==> src/rtl/mips_defs.sv <==
// Shared MIPS system-control definitions: CP0 register indices, exception
// codes, the exception entry address, CP0 field positions and the
// exception/ERET state encoding.
package mips_defs;

    // CP0 register indices used by mfc0/mtc0
    localparam logic [4:0] REG_SR    = 5'd12;
    localparam logic [4:0] REG_CAUSE = 5'd13;
    localparam logic [4:0] REG_EPC   = 5'd14;
    localparam logic [4:0] REG_PRID  = 5'd15;

    // Exception codes reported by the pipeline (0 = none / interrupt)
    localparam logic [4:0] EXC_INT  = 5'd0;
    localparam logic [4:0] EXC_ADEL = 5'd4;
    localparam logic [4:0] EXC_ADES = 5'd5;
    localparam logic [4:0] EXC_RI   = 5'd10;
    localparam logic [4:0] EXC_OV   = 5'd12;

    // Exception entry address and default processor ID
    localparam logic [31:0] HANDLER_ADDR = 32'h0000_4180;
    localparam logic [31:0] PRID_DEFAULT = 32'h0000_2017;

    // Field bit positions inside SR and Cause
    localparam int unsigned SR_IE_BIT    = 0;
    localparam int unsigned SR_EXL_BIT   = 1;
    localparam int unsigned IM_LO        = 10;
    localparam int unsigned IM_HI        = 15;
    localparam int unsigned EXC_LO       = 2;
    localparam int unsigned EXC_HI       = 6;
    localparam int unsigned CAUSE_BD_BIT = 31;

    // Exception/ERET state; HANDLER is exactly SR.EXL = 1
    typedef enum logic {
        ST_NORMAL  = 1'b0,
        ST_HANDLER = 1'b1
    } exc_state_t;

endpackage

==> src/rtl/cp0_if.sv <==
// Pipeline <-> CP0 bus. The pipeline (master) drives the M-stage register
// access, victim PC, exception code, eret and interrupt lines; CP0 (slave)
// returns read data, EPC, the redirect request, the handler address and
// its exception state for observation.
interface cp0_if;
    import mips_defs::*;

    logic [4:0]  RA;
    logic [4:0]  WA;
    logic [31:0] WD;
    logic        WE;
    logic [31:0] VPC;
    logic        BDIn;
    logic [4:0]  ExcCodeIn;
    logic        EXLClr;
    logic [5:0]  HWInt;
    logic [31:0] RD;
    logic [31:0] EPCOut;
    logic        IntReq;
    logic [31:0] HandlerPC;
    exc_state_t  DbgState;

    // Handshake: there is no valid/ready pair. IntReq is a combinational
    // level that is sampled by both CP0 and the pipeline at the same rising
    // edge; when high at that edge, the entry is taken and fetch redirects
    // to HandlerPC. mtc0 (WE) and eret (EXLClr) are single-cycle strobes.
    modport master (
        output RA, WA, WD, WE, VPC, BDIn, ExcCodeIn, EXLClr, HWInt,
        input  RD, EPCOut, IntReq, HandlerPC, DbgState
    );

    modport slave (
        input  RA, WA, WD, WE, VPC, BDIn, ExcCodeIn, EXLClr, HWInt,
        output RD, EPCOut, IntReq, HandlerPC, DbgState
    );

endinterface

==> src/rtl/cp0.sv <==
// System-control coprocessor: SR, Cause, EPC, PRId. Arbitrates live hardware
// interrupts against M-stage synchronous exceptions and performs exception
// entry; executes mfc0/mtc0/eret in the M stage.
module cp0
    import mips_defs::*;
#(
    parameter logic [31:0] PRID    = PRID_DEFAULT,
    parameter logic [31:0] HANDLER = HANDLER_ADDR
) (
    input  logic  CLK,
    input  logic  RST,
    cp0_if.slave  io
);

    exc_state_t  state_q, state_d;
    logic [5:0]  im_q, im_d;
    logic        ie_q, ie_d;
    logic        bd_q, bd_d;
    logic [5:0]  ip_q, ip_d;
    logic [4:0]  exc_q, exc_d;
    logic [29:0] epc_q, epc_d;

    logic        exl;
    logic        int_pend;
    logic        exc_pend;
    logic        int_req;
    logic [31:0] vpc_adj;
    logic [31:0] rd;

    // Request arbitration, next-state computation and mfc0 read mux
    always_comb begin
        exl      = (state_q == ST_HANDLER);
        int_pend = (|(io.HWInt & im_q)) & ie_q & ~exl;
        exc_pend = (io.ExcCodeIn != EXC_INT) & ~exl;
        int_req  = int_pend | exc_pend;
        vpc_adj  = io.BDIn ? (io.VPC - 32'd4) : io.VPC;

        state_d = state_q;
        im_d    = im_q;
        ie_d    = ie_q;
        bd_d    = bd_q;
        exc_d   = exc_q;
        epc_d   = epc_q;
        ip_d    = io.HWInt;

        if (int_req) begin
            // Entry wins over any concurrent eret or mtc0
            state_d = ST_HANDLER;
            bd_d    = io.BDIn;
            exc_d   = int_pend ? EXC_INT : io.ExcCodeIn;
            epc_d   = vpc_adj[31:2];
        end else begin
            if (io.WE) begin
                case (io.WA)
                    REG_SR: begin
                        im_d    = io.WD[IM_HI:IM_LO];
                        ie_d    = io.WD[SR_IE_BIT];
                        state_d = io.WD[SR_EXL_BIT] ? ST_HANDLER : ST_NORMAL;
                    end
                    REG_EPC: epc_d = io.WD[31:2];
                    default: ;
                endcase
            end
            if (io.EXLClr) begin
                state_d = ST_NORMAL;
            end
        end

        rd = '0;
        case (io.RA)
            REG_SR: begin
                rd[IM_HI:IM_LO] = im_q;
                rd[SR_EXL_BIT]  = exl;
                rd[SR_IE_BIT]   = ie_q;
            end
            REG_CAUSE: begin
                rd[CAUSE_BD_BIT]  = bd_q;
                rd[IM_HI:IM_LO]   = ip_q;
                rd[EXC_HI:EXC_LO] = exc_q;
            end
            REG_EPC:  rd = {epc_q, 2'b00};
            REG_PRID: rd = PRID;
            default:  rd = '0;
        endcase
    end

    // CP0 register state, cleared asynchronously
    always_ff @(posedge CLK or posedge RST) begin
        if (RST) begin
            state_q <= ST_NORMAL;
            im_q    <= '0;
            ie_q    <= 1'b0;
            bd_q    <= 1'b0;
            ip_q    <= '0;
            exc_q   <= '0;
            epc_q   <= '0;
        end else begin
            state_q <= state_d;
            im_q    <= im_d;
            ie_q    <= ie_d;
            bd_q    <= bd_d;
            ip_q    <= ip_d;
            exc_q   <= exc_d;
            epc_q   <= epc_d;
        end
    end

    // EPC is word aligned, so the low bits of the adjusted PC are dropped
    logic unused_vpc_bits;
    assign unused_vpc_bits = ^vpc_adj[1:0];

    assign io.RD        = rd;
    assign io.EPCOut    = {epc_q, 2'b00};
    assign io.IntReq    = int_req;
    assign io.HandlerPC = HANDLER;
    assign io.DbgState  = state_q;

endmodule

==> src/flat_wrapper.sv <==
// flat-port wrapper written by rule: the top's interface ports become plain ports
module cp0_flat import mips_defs::*;
#(
    parameter logic [31:0] PRID    = PRID_DEFAULT,
    parameter logic [31:0] HANDLER = HANDLER_ADDR
)
  (CLK, RST, io_RA, io_WA, io_WD, io_WE, io_VPC, io_BDIn, io_ExcCodeIn, io_EXLClr, io_HWInt, io_RD, io_EPCOut, io_IntReq, io_HandlerPC, io_DbgState);
  cp0_if io_i ();
  input  logic CLK;
  input  logic RST;
  input wire logic [$bits(io_i.RA)-1:0] io_RA;
  input wire logic [$bits(io_i.WA)-1:0] io_WA;
  input wire logic [$bits(io_i.WD)-1:0] io_WD;
  input wire logic [$bits(io_i.WE)-1:0] io_WE;
  input wire logic [$bits(io_i.VPC)-1:0] io_VPC;
  input wire logic [$bits(io_i.BDIn)-1:0] io_BDIn;
  input wire logic [$bits(io_i.ExcCodeIn)-1:0] io_ExcCodeIn;
  input wire logic [$bits(io_i.EXLClr)-1:0] io_EXLClr;
  input wire logic [$bits(io_i.HWInt)-1:0] io_HWInt;
  output wire logic [$bits(io_i.RD)-1:0] io_RD;
  output wire logic [$bits(io_i.EPCOut)-1:0] io_EPCOut;
  output wire logic [$bits(io_i.IntReq)-1:0] io_IntReq;
  output wire logic [$bits(io_i.HandlerPC)-1:0] io_HandlerPC;
  output wire logic [$bits(io_i.DbgState)-1:0] io_DbgState;
  assign io_i.RA = io_RA;
  assign io_i.WA = io_WA;
  assign io_i.WD = io_WD;
  assign io_i.WE = io_WE;
  assign io_i.VPC = io_VPC;
  assign io_i.BDIn = io_BDIn;
  assign io_i.ExcCodeIn = io_ExcCodeIn;
  assign io_i.EXLClr = io_EXLClr;
  assign io_i.HWInt = io_HWInt;
  assign io_RD = io_i.RD;
  assign io_EPCOut = io_i.EPCOut;
  assign io_IntReq = io_i.IntReq;
  assign io_HandlerPC = io_i.HandlerPC;
  assign io_DbgState = io_i.DbgState;
  cp0 #(.PRID(PRID), .HANDLER(HANDLER)) u_core (.CLK(CLK), .RST(RST), .io(io_i));
endmodule
==> config.mk <==
export PLATFORM = sky130hd
export DESIGN_NAME = cp0_flat
export DESIGN_NICKNAME = d
export VERILOG_FILES = /design/src/rtl/mips_defs.sv /design/src/rtl/cp0_if.sv /design/src/rtl/cp0.sv /design/src/flat_wrapper.sv
export SDC_FILE = /design/constraint.sdc
export NUM_CORES = 1
export LEC_CHECK = 0
export ABC_AREA = 1
export CORE_MARGIN = 2
export CORE_UTILIZATION = 39
export CTS_BUF_LIST = sky130_fd_sc_hd__clkbuf_8
export DETAILED_ROUTE_END_ITERATION = 12
export PLACE_DENSITY_LB_ADDON = 0.15
export SYNTH_ARGS = -nofsm -noshare
export SYNTH_HDL_FRONTEND = slang
export SYNTH_SLANG_ARGS = --single-unit
==> constraint.sdc <==
create_clock -name CLK -period 1.5 [get_ports CLK]
set_input_delay 0.3 -clock CLK [delete_from_list [all_inputs] [get_ports CLK]]
set_output_delay 0.3 -clock CLK [all_outputs]
set_load 0.02 [all_outputs]
==> impl_metrics.yaml <==
clocking:
  clockBufferDepth: 2
  cts_root_buf: "sky130_fd_sc_hd__clkbuf_8"
  cts.sink_count: 50
  cts-htree-levels: 2
  worst_skew_pair.late_latency_ns: 0.31
  cts_tree: "done"
  cts_made_buffers: 5
  clk_pin_slew_ns: 0.09
synth:
  synth_top_family_by_area: "simple AND/OR/NAND/NOR gates"
  synth_cell_type_count: 29
  synth_largest_area_cell: "sky130_fd_sc_hd__dfrtp_1"
  dominantRegCellSynth: "sky130_fd_sc_hd__dfrtp_1"
  postSynthRegisterBits: 50
  yosys-mux-area-fraction: 0
  synth_area_sq_um: 3980
  synthTopCellsByArea: "sky130_fd_sc_hd__dfrtp_1, sky130_fd_sc_hd__nand2_1, sky130_fd_sc_hd__nor2_1"
  synth_top_cell_area_share: 0.315
  synth_xor_xnor_area_share: 0.0154
  synth_simple_gate_area_frac: 0.398
  synthesis.area_per_instance_sq_um: 6.19
  synth-adder-area-share: 0.00315
  post_synth_edffs: 0
  syn_inst: 643
  yosysSeqAreaShare: 0.315
  synth-compound-area-share: 0.0856
  postSynth.asyncResetShare: 1.00
  yosys_warnings: 0
floorplanning:
  top_level_ports: 188
  fp.dieH_um: 105
  die_width_um: 105
  fp.dieArea_sq_um: 11000
  floorplan.initialDensity: 0.405
  core_area_sq_um: 9820
  row_count: 36
sta:
  setup-violations-final: 45
  max_freq_mhz: 598
  period_minus_slack_ns: 1.67
  hold_violations: 0
  timing.final.ws_setup_ns: -0.172
  rsz0062_at_grt: "true"
  max_slew_violation_count: 0
  finalSetupTns_ns: -5.56
  fin_skew_ns: 0.0112
  layout_worst_path_cycle_share: 1.11
worst_setup_path:
  reg2reg_from: "u_core.im_q[0]$_DFFE_PP0P_"
  setup_cp_type: "input port to output pin"
  path_max_fanout: 2
  crit_path_end_kind: "output pin"
  timing.reg2reg.worst_path_depth: 11
  setup.worst_path.start_class: "input port"
  crit_arrival_ns: 1.37
  setup_slack_of_the_most_critical_reg_to_reg_path_ns: -0.13
  required_ns: 1.20
  worst_r2r_endpoint: "u_core.epc_q[1]$_DFFE_PP0P_"
grt:
  groute.usage.overall: 0.256
  grt.overflow.total: 0
  grt_start_max_net_pins: 51
  antenna_found_initial: 1
  first_global_vias: 4673
  grt_first_pass_wirelength_mm: 22.9
worst_hold_path:
  hp-start: "io_HWInt[0]"
  min_path_cells: 1
  min_delay_worst_endpoint: "u_core.ip_q[0]$_DFF_PP0_"
  timing.hold.worst.class: "input port to flop"
power:
  static-leakage-power_nw: 3.45
  power.total_w: 0.00964
  vdd.ir_drop.worst_mv: 0.662
  power.density_nw_per_um2: 1430
layout:
  area_growth_pct: 69.5
  finish.instance_area_sq_um: 6740
  post_route_cells_drive_above_1_share: 0.319
  final_nets: 972
place:
  dp_hpwl_mm: 10.8
  gp_routability_congestion: 0.925
  detailed_place.area_sq_um: 6080
  dpl_worst_slack_ns: -0.968
  io_buffer_count: 151
outcome:
  status: "complete, but fails checks"
  violations: "negative setup slack"
detailed_routing:
  drtPass1Iterations: 5
  post-route-drc-count: 0
  vias_after_detailed_routing: 4793
  route.detailed.wl_per_inst_um: 14.3
  vias_per_instance: 4.72
  detail_route.wirelength_mm: 14.5
  initialDrtViolationCount: 259
  final_antenna_net_count: 0
run:
  maxCapViolCount: 0
state kept, by name (all words and copies together) (netlist names):
| register | cells |
|---|---|
| u_core.epc_q | 30 |
| u_core.exc_q | 5 |
| u_core.ie_q | 1 |
| u_core.ip_q | 6 |
| u_core.io.DbgState | 1 |
| u_core.bd_q | 1 |
| u_core.im_q | 6 |
area by class of cell:
class                           instances  area [sq um]
Clock inverter                          3          41.3
Tap cell                              133           166
Sequential cell                        50          1250
Timing Repair Buffer                  248          2270
Inverter                               93           368
Multi-Input combinational cell        482          2560
Fill cell                             893          3080
Timing Repair inverter                  1          11.3
Antenna cell                            1          2.50
Clock buffer                            5          68.8
layer usage:
metal / track usage / part of all wire / vias up
li1: - / - / 2374
met4: 0.0810 / 0.026 / 0
met1: 0.315 / 0.42 / 2218
met5: 0 / 0 / -
met2: 0.463 / 0.50 / 174
met3: 0.0324 / 0.055 / 27
cells in the final DEF (no fill, tap or decap), types with 9 or more instances in the layout:
| cell | count |
|---|---|
| sky130_fd_sc_hd__nand2_1 | 180 |
| sky130_fd_sc_hd__inv_1 | 86 |
| sky130_fd_sc_hd__buf_4 | 81 |
| sky130_fd_sc_hd__nor2_1 | 76 |
| sky130_fd_sc_hd__clkdlybuf4s50_1 | 65 |
| sky130_fd_sc_hd__dfrtp_1 | 50 |
| sky130_fd_sc_hd__dlygate4sd2_1 | 45 |
| sky130_fd_sc_hd__nand2_2 | 39 |
| sky130_fd_sc_hd__conb_1 | 34 |
| sky130_fd_sc_hd__o21ai_2 | 27 |
| sky130_fd_sc_hd__buf_2 | 26 |
| sky130_fd_sc_hd__nor2_2 | 22 |
| sky130_fd_sc_hd__nand3_2 | 15 |
| sky130_fd_sc_hd__o21ai_1 | 15 |
| sky130_fd_sc_hd__nor2_4 | 13 |
| sky130_fd_sc_hd__nand3_1 | 13 |
| sky130_fd_sc_hd__buf_6 | 13 |
| sky130_fd_sc_hd__nand4_1 | 12 |
| sky130_fd_sc_hd__nand2_4 | 9 |
| sky130_fd_sc_hd__o211ai_1 | 9 |
| sky130_fd_sc_hd__buf_12 | 9 |
report_power, final:
group / internal (W) / switching, W
clock: 0.000492 / 0.000466
sequential: 0.00196 / 0.000513
combinational: 0.00280 / 0.00340
through the flow:
stage | utilization | instances | hold WS [ns]
floorplan | - | 675 | 0.331
global route | 0.687 | 1016 | 0.228
detailed placement | 0.619 | 988 | 0.496
global placement | 0.619 | 988 | 0.495
finish | 0.687 | 1016 | 0.240
CTS | 0.671 | 1015 | 0.236
Yosys cell counts, types with 5 or more instances:
cell type / instances
sky130_fd_sc_hd__buf_2: 5
sky130_fd_sc_hd__buf_4: 40
sky130_fd_sc_hd__dfrtp_1: 50
sky130_fd_sc_hd__inv_1: 90
sky130_fd_sc_hd__nand2_1: 227
sky130_fd_sc_hd__nand3_1: 25
sky130_fd_sc_hd__nand4_1: 12
sky130_fd_sc_hd__nor2_1: 103
sky130_fd_sc_hd__nor2_2: 7
sky130_fd_sc_hd__o211ai_1: 9
sky130_fd_sc_hd__o21ai_0: 29
sky130_fd_sc_hd__o21ai_1: 9
sky130_fd_sc_hd__o21ai_2: 7
cell families (layout without fill, tap and decap cells):
kind of cell / Yosys count / count (layout)
AOI/OAI and AO/OA: 57 / 57
adders and majority gates: 1 / 1
xor gates and xnor gates: 7 / 7
buffers and inverters: 143 / 350
and+or+nand+nor: 383 / 383
other: 2 / 35
DFF: 50 / 50
what timing repair did:
item / 4_1_cts / 5_1_grt
endpoints found under the setup margin: 108 / 54
gates cloned: 6 / 0
buffers inserted: 15 / 3
hold buffers: 0 / 0
gates resized for setup: 335 / 73
pin swaps: 51 / 28
how the worst max path moves through the flow:
| stage | startpoint | to | slack [ns] | cells after the start |
|---|---|---|---|---|
| 3_3_place_gp | io_RA[2] | io_RD[13] | -0.84 | 6 |
| 2_1_floorplan | io_RA[3] | io_RD[10] | 0.02 | 7 |
| 3_5_place_dp | io_RA[2] | io_RD[11] | -0.97 | 6 |
| 6_report | io_ExcCodeIn[3] | io_IntReq | -0.17 | 6 |
| 5_1_grt | u_core.im_q[0]$_DFFE_PP0P_ | u_core.epc_q[18]$_DFFE_PP0P_ | -0.20 | 12 |
| 4_1_cts | u_core.im_q[0]$_DFFE_PP0P_ | u_core.epc_q[22]$_DFFE_PP0P_ | -0.18 | 13 |
critical path: stages:
cell                              delay, ns
sky130_fd_sc_hd__clkdlybuf4s50_1       0.44
sky130_fd_sc_hd__nor2_1                0.10
sky130_fd_sc_hd__nand2_1               0.08
sky130_fd_sc_hd__o21ai_2               0.21
sky130_fd_sc_hd__nand2_4               0.10
sky130_fd_sc_hd__buf_6                 0.14
No activity file was read; power rests on OpenSTA's default activity.
